$ cat src/rtl/bmf_qor_pkg.sv
// Shared types and helpers for the BMF partition quality-of-result monitor.
package bmf_qor_pkg;

  localparam int W_OUT_DEF = 10;
  localparam int CNT_W_DEF = 32;

  typedef enum logic [1:0] {
    ST_IDLE,
    ST_RUN,
    ST_DRAIN,
    ST_DONE
  } state_t;

  // Result bit 64 flags saturation; the sum itself is clamped to 2^w-1.
  function automatic logic [64:0] sat_add(input logic [63:0] a, input logic [63:0] b,
                                          input int w);
    logic [64:0] sum;
    logic [63:0] lim;
    sum = {1'b0, a} + {1'b0, b};
    lim = (w >= 64) ? '1 : ((64'd1 << w) - 64'd1);
    if (sum > {1'b0, lim}) sat_add = {1'b1, lim};
    else sat_add = {1'b0, sum[63:0]};
  endfunction

  function automatic logic [6:0] popcount(input logic [63:0] v);
    logic [6:0] c;
    c = '0;
    for (int i = 0; i < 64; i++) c = c + 7'(v[i]);
    return c;
  endfunction

endpackage

$ cat src/rtl/bmf_err_stage.sv
// Two-stage error datapath: S1 captures XOR and ordered operands, S2 produces
// Hamming distance, absolute error and an error flag with a matching valid.
module bmf_err_stage
  import bmf_qor_pkg::*;
#(
  parameter int W_OUT = W_OUT_DEF,
  parameter int HD_W  = $clog2(W_OUT + 1)
) (
  input  logic             clk,
  input  logic             rst,
  input  logic             in_valid,
  input  logic [W_OUT-1:0] exact_out,
  input  logic [W_OUT-1:0] approx_out,
  output logic             s1_valid,
  output logic             out_valid,
  output logic [HD_W-1:0]  hd,
  output logic [W_OUT-1:0] abs_err,
  output logic             err
);

  logic             s1_valid_reg, s2_valid_reg, err_reg;
  logic [W_OUT-1:0] diff_reg, big_reg, small_reg, abs_reg;
  logic [HD_W-1:0]  hd_reg;

  always_ff @(posedge clk) begin
    if (rst) begin
      s1_valid_reg <= 1'b0;
      diff_reg     <= '0;
      big_reg      <= '0;
      small_reg    <= '0;
    end else begin
      s1_valid_reg <= in_valid;
      if (in_valid) begin
        diff_reg <= exact_out ^ approx_out;
        // Ordering the operands here keeps S2 a plain unsigned subtract.
        if (exact_out >= approx_out) begin
          big_reg   <= exact_out;
          small_reg <= approx_out;
        end else begin
          big_reg   <= approx_out;
          small_reg <= exact_out;
        end
      end
    end
  end

  always_ff @(posedge clk) begin
    if (rst) begin
      s2_valid_reg <= 1'b0;
      hd_reg       <= '0;
      abs_reg      <= '0;
      err_reg      <= 1'b0;
    end else begin
      s2_valid_reg <= s1_valid_reg;
      if (s1_valid_reg) begin
        hd_reg  <= HD_W'(popcount(64'(diff_reg)));
        abs_reg <= big_reg - small_reg;
        err_reg <= |diff_reg;
      end
    end
  end

  assign s1_valid  = s1_valid_reg;
  assign out_valid = s2_valid_reg;
  assign hd        = hd_reg;
  assign abs_err   = abs_reg;
  assign err       = err_reg;

endmodule

$ cat src/rtl/bmf_part_err_monitor.sv
// Run-based QoR monitor for an approximated multiplier partition.
// Define BMF_ERR_HIST_EN to add the Hamming-distance histogram (hist_sel/hist_cnt).
module bmf_part_err_monitor
  import bmf_qor_pkg::*;
#(
  parameter int W_OUT     = W_OUT_DEF,
  parameter int CNT_W     = CNT_W_DEF,
  parameter int N_SAMPLES = 1024
) (
  input  logic             clk,
  input  logic             rst,
  input  logic             start,
  input  logic             in_valid,
  output logic             in_ready,
  input  logic [W_OUT-1:0] exact_out,
  input  logic [W_OUT-1:0] approx_out,
  output logic             busy,
  output logic             done,
  output logic [CNT_W-1:0] sample_cnt,
  output logic [CNT_W-1:0] err_cnt,
  output logic [CNT_W-1:0] hd_sum,
  output logic [CNT_W-1:0] aed_sum,
  output logic [W_OUT-1:0] max_aed,
  output logic             ovf
`ifdef BMF_ERR_HIST_EN
  ,
  input  logic [$clog2(W_OUT+1)-1:0] hist_sel,
  output logic [CNT_W-1:0]           hist_cnt
`endif
);

  localparam int HD_W = $clog2(W_OUT + 1);
  localparam logic [CNT_W-1:0] N_LAST = CNT_W'(N_SAMPLES - 1);

  state_t           state_reg;
  logic             in_ready_reg, busy_reg, done_reg, ovf_reg;
  logic [CNT_W-1:0] sample_cnt_reg, err_cnt_reg, hd_sum_reg, aed_sum_reg;
  logic [W_OUT-1:0] max_aed_reg;

  logic             accept, run_start;
  logic             s1_valid, s2_valid, s2_err;
  logic [HD_W-1:0]  s2_hd;
  logic [W_OUT-1:0] s2_abs;
  logic [64:0]      hd_add, aed_add;
  logic             unused_sum_bits;

  assign accept    = in_valid & in_ready_reg;
  assign run_start = start & ((state_reg == ST_IDLE) | (state_reg == ST_DONE));
  assign hd_add    = sat_add(64'(hd_sum_reg), 64'(s2_hd), CNT_W);
  assign aed_add   = sat_add(64'(aed_sum_reg), 64'(s2_abs), CNT_W);
  assign unused_sum_bits = ^{hd_add[63:CNT_W], aed_add[63:CNT_W]};

  bmf_err_stage #(
    .W_OUT(W_OUT),
    .HD_W (HD_W)
  ) u_stage (
    .clk       (clk),
    .rst       (rst),
    .in_valid  (accept),
    .exact_out (exact_out),
    .approx_out(approx_out),
    .s1_valid  (s1_valid),
    .out_valid (s2_valid),
    .hd        (s2_hd),
    .abs_err   (s2_abs),
    .err       (s2_err)
  );

  always_ff @(posedge clk) begin
    if (rst) begin
      state_reg      <= ST_IDLE;
      in_ready_reg   <= 1'b0;
      busy_reg       <= 1'b0;
      done_reg       <= 1'b0;
      sample_cnt_reg <= '0;
      err_cnt_reg    <= '0;
      hd_sum_reg     <= '0;
      aed_sum_reg    <= '0;
      max_aed_reg    <= '0;
      ovf_reg        <= 1'b0;
    end else begin
      case (state_reg)
        ST_IDLE, ST_DONE: begin
          if (run_start) begin
            state_reg      <= ST_RUN;
            in_ready_reg   <= 1'b1;
            busy_reg       <= 1'b1;
            done_reg       <= 1'b0;
            sample_cnt_reg <= '0;
            err_cnt_reg    <= '0;
            hd_sum_reg     <= '0;
            aed_sum_reg    <= '0;
            max_aed_reg    <= '0;
            ovf_reg        <= 1'b0;
          end
        end
        ST_RUN: begin
          if (accept) begin
            sample_cnt_reg <= sample_cnt_reg + 1'b1;
            if (sample_cnt_reg == N_LAST) begin
              state_reg    <= ST_DRAIN;
              in_ready_reg <= 1'b0;
            end
          end
        end
        ST_DRAIN: begin
          if (!s1_valid && !s2_valid) begin
            state_reg <= ST_DONE;
            busy_reg  <= 1'b0;
            done_reg  <= 1'b1;
          end
        end
        default: state_reg <= ST_IDLE;
      endcase

      // The pipeline is always empty when a run starts, so this never races the clear.
      if (s2_valid) begin
        err_cnt_reg <= err_cnt_reg + CNT_W'(s2_err);
        hd_sum_reg  <= hd_add[CNT_W-1:0];
        aed_sum_reg <= aed_add[CNT_W-1:0];
        if (s2_abs > max_aed_reg) max_aed_reg <= s2_abs;
        ovf_reg <= ovf_reg | hd_add[64] | aed_add[64];
      end
    end
  end

  assign in_ready   = in_ready_reg;
  assign busy       = busy_reg;
  assign done       = done_reg;
  assign sample_cnt = sample_cnt_reg;
  assign err_cnt    = err_cnt_reg;
  assign hd_sum     = hd_sum_reg;
  assign aed_sum    = aed_sum_reg;
  assign max_aed    = max_aed_reg;
  assign ovf        = ovf_reg;

`ifdef BMF_ERR_HIST_EN
  logic [CNT_W-1:0] hist_bins [W_OUT+1];

  generate
    for (genvar gi = 0; gi <= W_OUT; gi++) begin : g_bin
      logic [CNT_W-1:0] bin_reg;
      always_ff @(posedge clk) begin
        if (rst || run_start) bin_reg <= '0;
        else if (s2_valid && (s2_hd == HD_W'(gi)) && (bin_reg != '1))
          bin_reg <= bin_reg + 1'b1;
      end
      assign hist_bins[gi] = bin_reg;
    end
  endgenerate

  always_comb begin
    hist_cnt = '0;
    for (int i = 0; i <= W_OUT; i++)
      if (hist_sel == HD_W'(i)) hist_cnt = hist_bins[i];
  end
`endif

endmodule

$ cat config.mk
export PLATFORM = sky130hd
export DESIGN_NAME = bmf_part_err_monitor
export DESIGN_NICKNAME = d
export VERILOG_FILES = /design/src/rtl/bmf_qor_pkg.sv /design/src/rtl/bmf_err_stage.sv /design/src/rtl/bmf_part_err_monitor.sv
export SDC_FILE = /design/constraint.sdc
export NUM_CORES = 1
export LEC_CHECK = 0
export ABC_CLOCK_PERIOD_IN_PS = 5000
export BUFFER_PORTS_ARGS = -buffer_cell sky130_fd_sc_hd__buf_2
export CAP_MARGIN = 5
export CORE_MARGIN = 2
export CORE_UTILIZATION = 62
export DETAILED_ROUTE_END_ITERATION = 10
export GPL_ROUTABILITY_DRIVEN = 1
export MAX_ROUTING_LAYER = met4
export PLACE_DENSITY_LB_ADDON = 0.05
export SYNTH_ARGS = -nofsm -noshare
export SYNTH_HDL_FRONTEND = slang
export SYNTH_SLANG_ARGS = --single-unit
$ cat constraint.sdc
create_clock -name clk -period 5 [get_ports clk]
set_input_delay 0.5 -clock clk [delete_from_list [all_inputs] [get_ports clk]]
set_output_delay 0.5 -clock clk [all_outputs]
set_load 0.02 [all_outputs]
Word level (Yosys, flattened, before mapping)

Cells that the tools add are included.

Register bits after elaboration: 191
Latch bits: 0
Memory bits (writable): 0
Memory bits (read-only): 0
Bits of input ports: 24
Output and inout port bits: 142
Logic and storage cells: 96
Memories: 0

Add/sub/neg operators: 14
Multipliers: 0
Divide/modulo/power cells: 0
Order comparisons: 4
Equal/unequal tests: 8
Shifts and indexed selects: 0
Muxes and demuxes: 31
Bitwise operators: 6
Reductions and logical operators: 15

Operator list:

| kind                                                             | number |
|---|---|
| two-way mux 32 bit                                               | 6 |
| two-way mux 65 bit                                               | 2 |
| greater-than comparator 33 x 32 -> 1 bit (second input constant) | 2 |
| one-hot mux 32 bit (2 select lines)                              | 1 |
| two-way mux 10 bit                                               | 6 |
| adder 32 x 10 -> 33 bit                                          | 1 |
| adder 32 x 4 -> 33 bit                                           | 1 |
| adder 32 x 1 -> 32 bit                                           | 1 |
| adder 32 x 1 -> 32 bit (second input constant)                   | 1 |
| adder 4 x 1 -> 4 bit                                             | 8 |
| equality test 32 x 10 -> 1 bit (second input constant)           | 1 |
| greater-or-equal comparator 10 bit                               | 1 |
| greater-than comparator 10 bit                                   | 1 |
| OR reduction 10 bit                                              | 1 |
| subtractor 10 bit                                                | 1 |
| bitwise XOR 10 bit                                               | 1 |
| two-way mux 1 bit                                                | 8 |
| two-way mux 2 bit                                                | 4 |
| AND reduction 4 bit                                              | 2 |
| nonzero test 2 bit                                               | 4 |
| inequality test 2 bit (second input constant)                    | 3 |
| one-hot mux 1 bit (2 select lines)                               | 3 |
| one-hot mux 2 bit (3 select lines)                               | 1 |
| AND reduction 3 bit                                              | 2 |
| 11 further kinds                                                 | 16 |

Depth between registers and ports, before layout

Depth in word-level cells: 9
Gate-level depth with buffers: 12
Depth with buffers taken out: 11

By module

From an unflattened synthesis, not the netlist that was laid out.

Cells, all modules: 1,274
Area, all modules: 10,617.7 sq um

By module, submodules not included:

| module               | instances | cells an instance | area each (sq um) | seq. area each (sq um) |
|---|---|---|---|---|
| bmf_part_err_monitor | 1         | 984               | 7,975.1           | 2,882.8 |
| bmf_err_stage        | 1         | 290               | 2,642.5           | 940.9 |

Least setup slack after synthesis

Ideal clock, no wire load.

Kind: register -> register
From: register u_stage.diff_reg[0]
To: register u_stage.hd_reg[2], in the netlist u_stage.hd[2]
Setup time: 0.086 ns
Data arrival time: 3.185 ns
Required time: 4.914 ns
Path slack: 1.729 ns
Stages on the path, launching flop included: 12
Buffers on the path: 0
Period minus slack after synthesis: 3.271 ns
Cells stage by stage: dfxtp_1 -> inv_1 -> ha_1 -> inv_1 -> fa_1 -> fa_1 -> fa_1 -> inv_1 -> fa_1 -> fa_1 -> xnor2_1 -> a211oi_1

Word-level cells in the longest chain between the ends: 9

RTL lines:

| item                               | line                | RTL |
|---|---|---|
| start: declaration                 | bmf_err_stage.sv:22 | `logic [W_OUT-1:0] diff_reg, big_reg, small_reg, abs_reg;` |
| start signal: assignment           | bmf_err_stage.sv:34 | `diff_reg <= exact_out ^ approx_out;` |
| adder 1 x 1 -> 2 bit               | bmf_qor_pkg.sv:28   | `for (int i = 0; i < 64; i++) c = c + 7'(v[i]);` |
| adder 4 x 1 -> 4 bit (8 in series) | bmf_qor_pkg.sv:28   |  |
| end signal: assignment             | bmf_err_stage.sv:56 | `hd_reg <= HD_W'(popcount(64'(diff_reg)));` |
| end: declaration                   | bmf_err_stage.sv:23 | `logic [HD_W-1:0] hd_reg;` |

Every way passes these cells.
A chain may end at the register's enable or synchronous reset.

Worst setup path in the final report

From: register u_stage.diff_reg[1]
To: register u_stage.hd_reg[2], in the netlist u_stage.hd[2]

The elaborated chain is that of the path after synthesis.

==> flow_metrics.py <==
metrics = {
    "status": {
        "status": "finished, final reports clean",
    },
    "hold_path": {
        "hp-start": "exact_out[4]",
        "hp-class": "primary input to flip-flop",
        "worstHoldEndpoint": "u_stage.small_reg[4]",
        "whs_path_depth": 3,
    },
    "detailed_routing": {
        "vias": 9866,
        "routed_wl_um": 26130,
        "drt_iter0_markers": 744,
        "vias_per_cell": 6.071,
        "ant_nets": 0,
        "avgRoutedWirePerCell_um": 16.08,
        "dr.pass1.iters": 5,
        "drc": 0,
    },
    "grt": {
        "antenna_found_initial": 0,
        "gr-total-overflow": 0,
        "grt_usage_pct": 29.64,
        "grt_max_degree": 82,
        "grt_pass1_wl_um": 42860,
        "grt_pass1_vias": 8871,
    },
    "layout": {
        "layout_commonest_cell": "dfxtp_1",
        "fillers": 1389,
        "final_cell_mix": "dfxtp_1, buf_2, nor2_1",
        "area_growth_syn_to_layout_pct": 13.74,
        "n_antenna_cell": 0,
        "drive_gt1_share_pct": 17.44,
        "nNetsFinal": 1481,
    },
    "pwr": {
        "p_leak_nw": 5.013,
        "power.switching_w": 0.001354,
        "p_per_area_nw_per_um2": 341.3,
        "p_int_w": 0.002750,
        "seqPwrFrac_pct": 41.0,
        "combPwrFrac_pct": 26.4,
        "ir_drop_v": 0.0002645,
        "clockPowerShare_pct": 32.6,
        "switching_share_pct": 32.99,
    },
    "floorplanning": {
        "core-area_um2": 16640,
        "start_util_pct": 63.52,
        "fp.dieW_um": 134.6,
        "rows": 47,
        "die_area_um2": 18110,
        "top_level_ports": 166,
        "fp.dieH_um": 134.6,
    },
    "synthesis": {
        "synth_cells": 1264,
        "ys_ff_latch": 191,
        "ys_warn_count": 0,
        "yosys.area.top_type": "dfxtp_1",
        "yosysTopAreaCellShare_pct": 36.17,
        "syn-num-nets": 1352,
        "synth_cell_type_count": 78,
        "ys.flop_type": "dfxtp_1",
        "synthTopCellsByArea": "dfxtp_1, ha_1, nor2_1, a21oi_1, o21ai_0",
        "synth_area_um2": 10570,
        "async_flop_share_pct": 0,
        "seq_area_frac_synth_pct": 36.17,
        "syn_avg_cell_area_um2": 8.363,
        "synth_edf_count": 0,
    },
    "clock_network": {
        "ctsHoldBuffers": 0,
        "path_clk_slew_ps": 70,
        "clkSinkCount": 191,
        "cts_tree": "built",
        "cts_buffers": 17,
        "clock-root-buffer": "clkbuf_16",
        "htreeDepth": 4,
        "clock_latency_ps": 430,
        "postCtsSetupBuffers": 0,
        "cts_buffer_depth": 2,
        "post_cts_resized": 0,
    },
    "critical_path": {
        "regToRegEndpoint": "u_stage.hd[2]",
        "path_max_fanout": 3,
        "cpMostUsedCell": "fa_1",
        "crit_slowest_cell": "fa_1",
        "arrival_ps": 3770,
        "cp-start-kind": "flip-flop",
        "endpoint_kind": "flip-flop",
        "r2r_cells": 11,
        "r2r_setup_slack_ps": 1560,
        "crit_required_ps": 5330,
        "path_cells": "inv_1 -> ha_1 -> inv_1 -> fa_1 -> fa_1 -> fa_1 -> inv_1 -> fa_1 -> fa_1 -> xnor2_1 -> a211oi_1",
        "cp_slowest_stage_delay_ps": 500,
        "crit_type": "flip-flop to flip-flop",
        "reg2reg_from": "u_stage.diff_reg[1]",
    },
    "placed_design": {
        "place_ws_ps": 1568,
        "numPortBuffers": 165,
        "place.gp.congestion": 0.8706,
        "dp_hpwl_um": 18130,
    },
    "sta": {
        "setup_tns_ps": 0,
        "fin_skew_ps": 8.136,
        "hold_viol_final": 0,
        "period_share_pct": 68.79,
        "setup_violations": 0,
        "slew_headroom_pct": 30.40,
        "slew_viol_final": 0,
        "rsz0062_at_grt": "no",
        "worst_pin_slew_ps": 1044,
        "period_minus_slack_ps": 3439,
        "fin_ws_ps": 1561,
        "max_freq_ghz": 0.2907,
    },
    "job": {
        "maxCapViolations": 0,
    },
}
==> Yosys cell counts (3+ instances only) <==
cell type  number
dfxtp_1       191
nor2_1        141
nand2_1        96
a21oi_1        86
o21ai_0        76
inv_1          65
ha_1           55
nand3_1        46
a211oi_1       40
clkbuf_1       40
xor2_1         32
mux2i_1        31
nand4_1        31
and3_1         27
a21o_1         21
xnor2_1        18
a311oi_1       17
nor3_1         17
a31oi_1        12
nand3b_1       12
or3_1          12
a22o_1         11
nand2b_1       11
o211ai_1       11
or2_2          11
a22oi_1        10
and2_1          9
buf_2           9
fa_1            9
o311ai_0        8
o31ai_1         8
and4_1          7
buf_1           7
nor4_1          7
o21a_1          7
nor2b_1         6
mux2_2          5
o22ai_1         5
buf_6           4
a32oi_1         3
o21ai_1         3
==> through the flow <==
| step | instance area (um^2) | util [%] | instances | power, W | hold slack, ps |
|---|---|---|---|---|---|
| floorplan | 10570 | - | 1264 | 0.002527 | 461.7 |
| global placement | 11450 | 68.81 | 1594 | 0.002764 | 444.7 |
| detailed placement | 11450 | 68.81 | 1594 | 0.002789 | 446.3 |
| CTS | 12020 | 72.25 | 1625 | 0.004126 | 416.0 |
| global route | 12020 | 72.25 | 1625 | 0.004325 | 436.5 |
| finish | 12020 | 72.25 | 1625 | 0.004104 | 424.1 |
==> logic make-up after synthesis <==
group                    share of synthesized area (%)
AND/OR/NAND/NOR                                  21.61
AO/OA/AOI/OAI                                    21.19
flip-flops                                       36.17
buffers and inverters                            5.101
adder cells (fa/ha/maj)                          8.214
XOR/XNOR                                         4.143
multiplexers                                     3.574
==> critical path, delay by kind of cell, from the launching register on <==
family	cells	cell delay, ps
xor+xnor	1	130
fa+ha+maj	6	2470
compound gates	1	230
buf+inv	3	140
flops	1	360
==> layer usage <==
layer	track usage [%]	up-vias	wire length [um]
li1	-	4842	-
met1	39.17	4672	11780
met2	47.17	317	12460
met3	4.842	35	1511
met4	8.655	0	379
met5	-	-	0
==> how the worst max path moves through the flow <==
stage                                    from             to  slack (ps)  cells past startpoint
after detailed placement  u_stage.diff_reg[0]  u_stage.hd[2]        1570                     11
after CTS                 u_stage.diff_reg[0]  u_stage.hd[2]        1550                     11
after global routing      u_stage.diff_reg[0]  u_stage.hd[2]        1390                     11
after floorplan           u_stage.diff_reg[0]  u_stage.hd[2]        1730                     11
after global placement    u_stage.diff_reg[0]  u_stage.hd[2]        1670                     11
final                     u_stage.diff_reg[1]  u_stage.hd[2]        1560                     11
==> power groups by stage <==
stage               Sequential (W)  Clock (W)  Combinational (W)
finish                     0.00168    0.00134            0.00108
global route               0.00169    0.00141            0.00122
CTS                        0.00168    0.00136            0.00108
detailed placement         0.00172          0            0.00107
global placement           0.00171          0            0.00105
floorplan                  0.00171          0           0.000818
==> layout make-up <==
type	instances	area, um^2	area share (%)
clock buffer	20	466.7	3.881
inverter	66	247.7	2.060
clock inverter	11	105.1	0.8741
sequential	191	3825	31.81
tap	220	275.3	2.289
multi-input combinational	944	6216	51.70
timing repair buffer	173	888.4	7.388
Note: power is estimated with default switching activity, not from simulation.
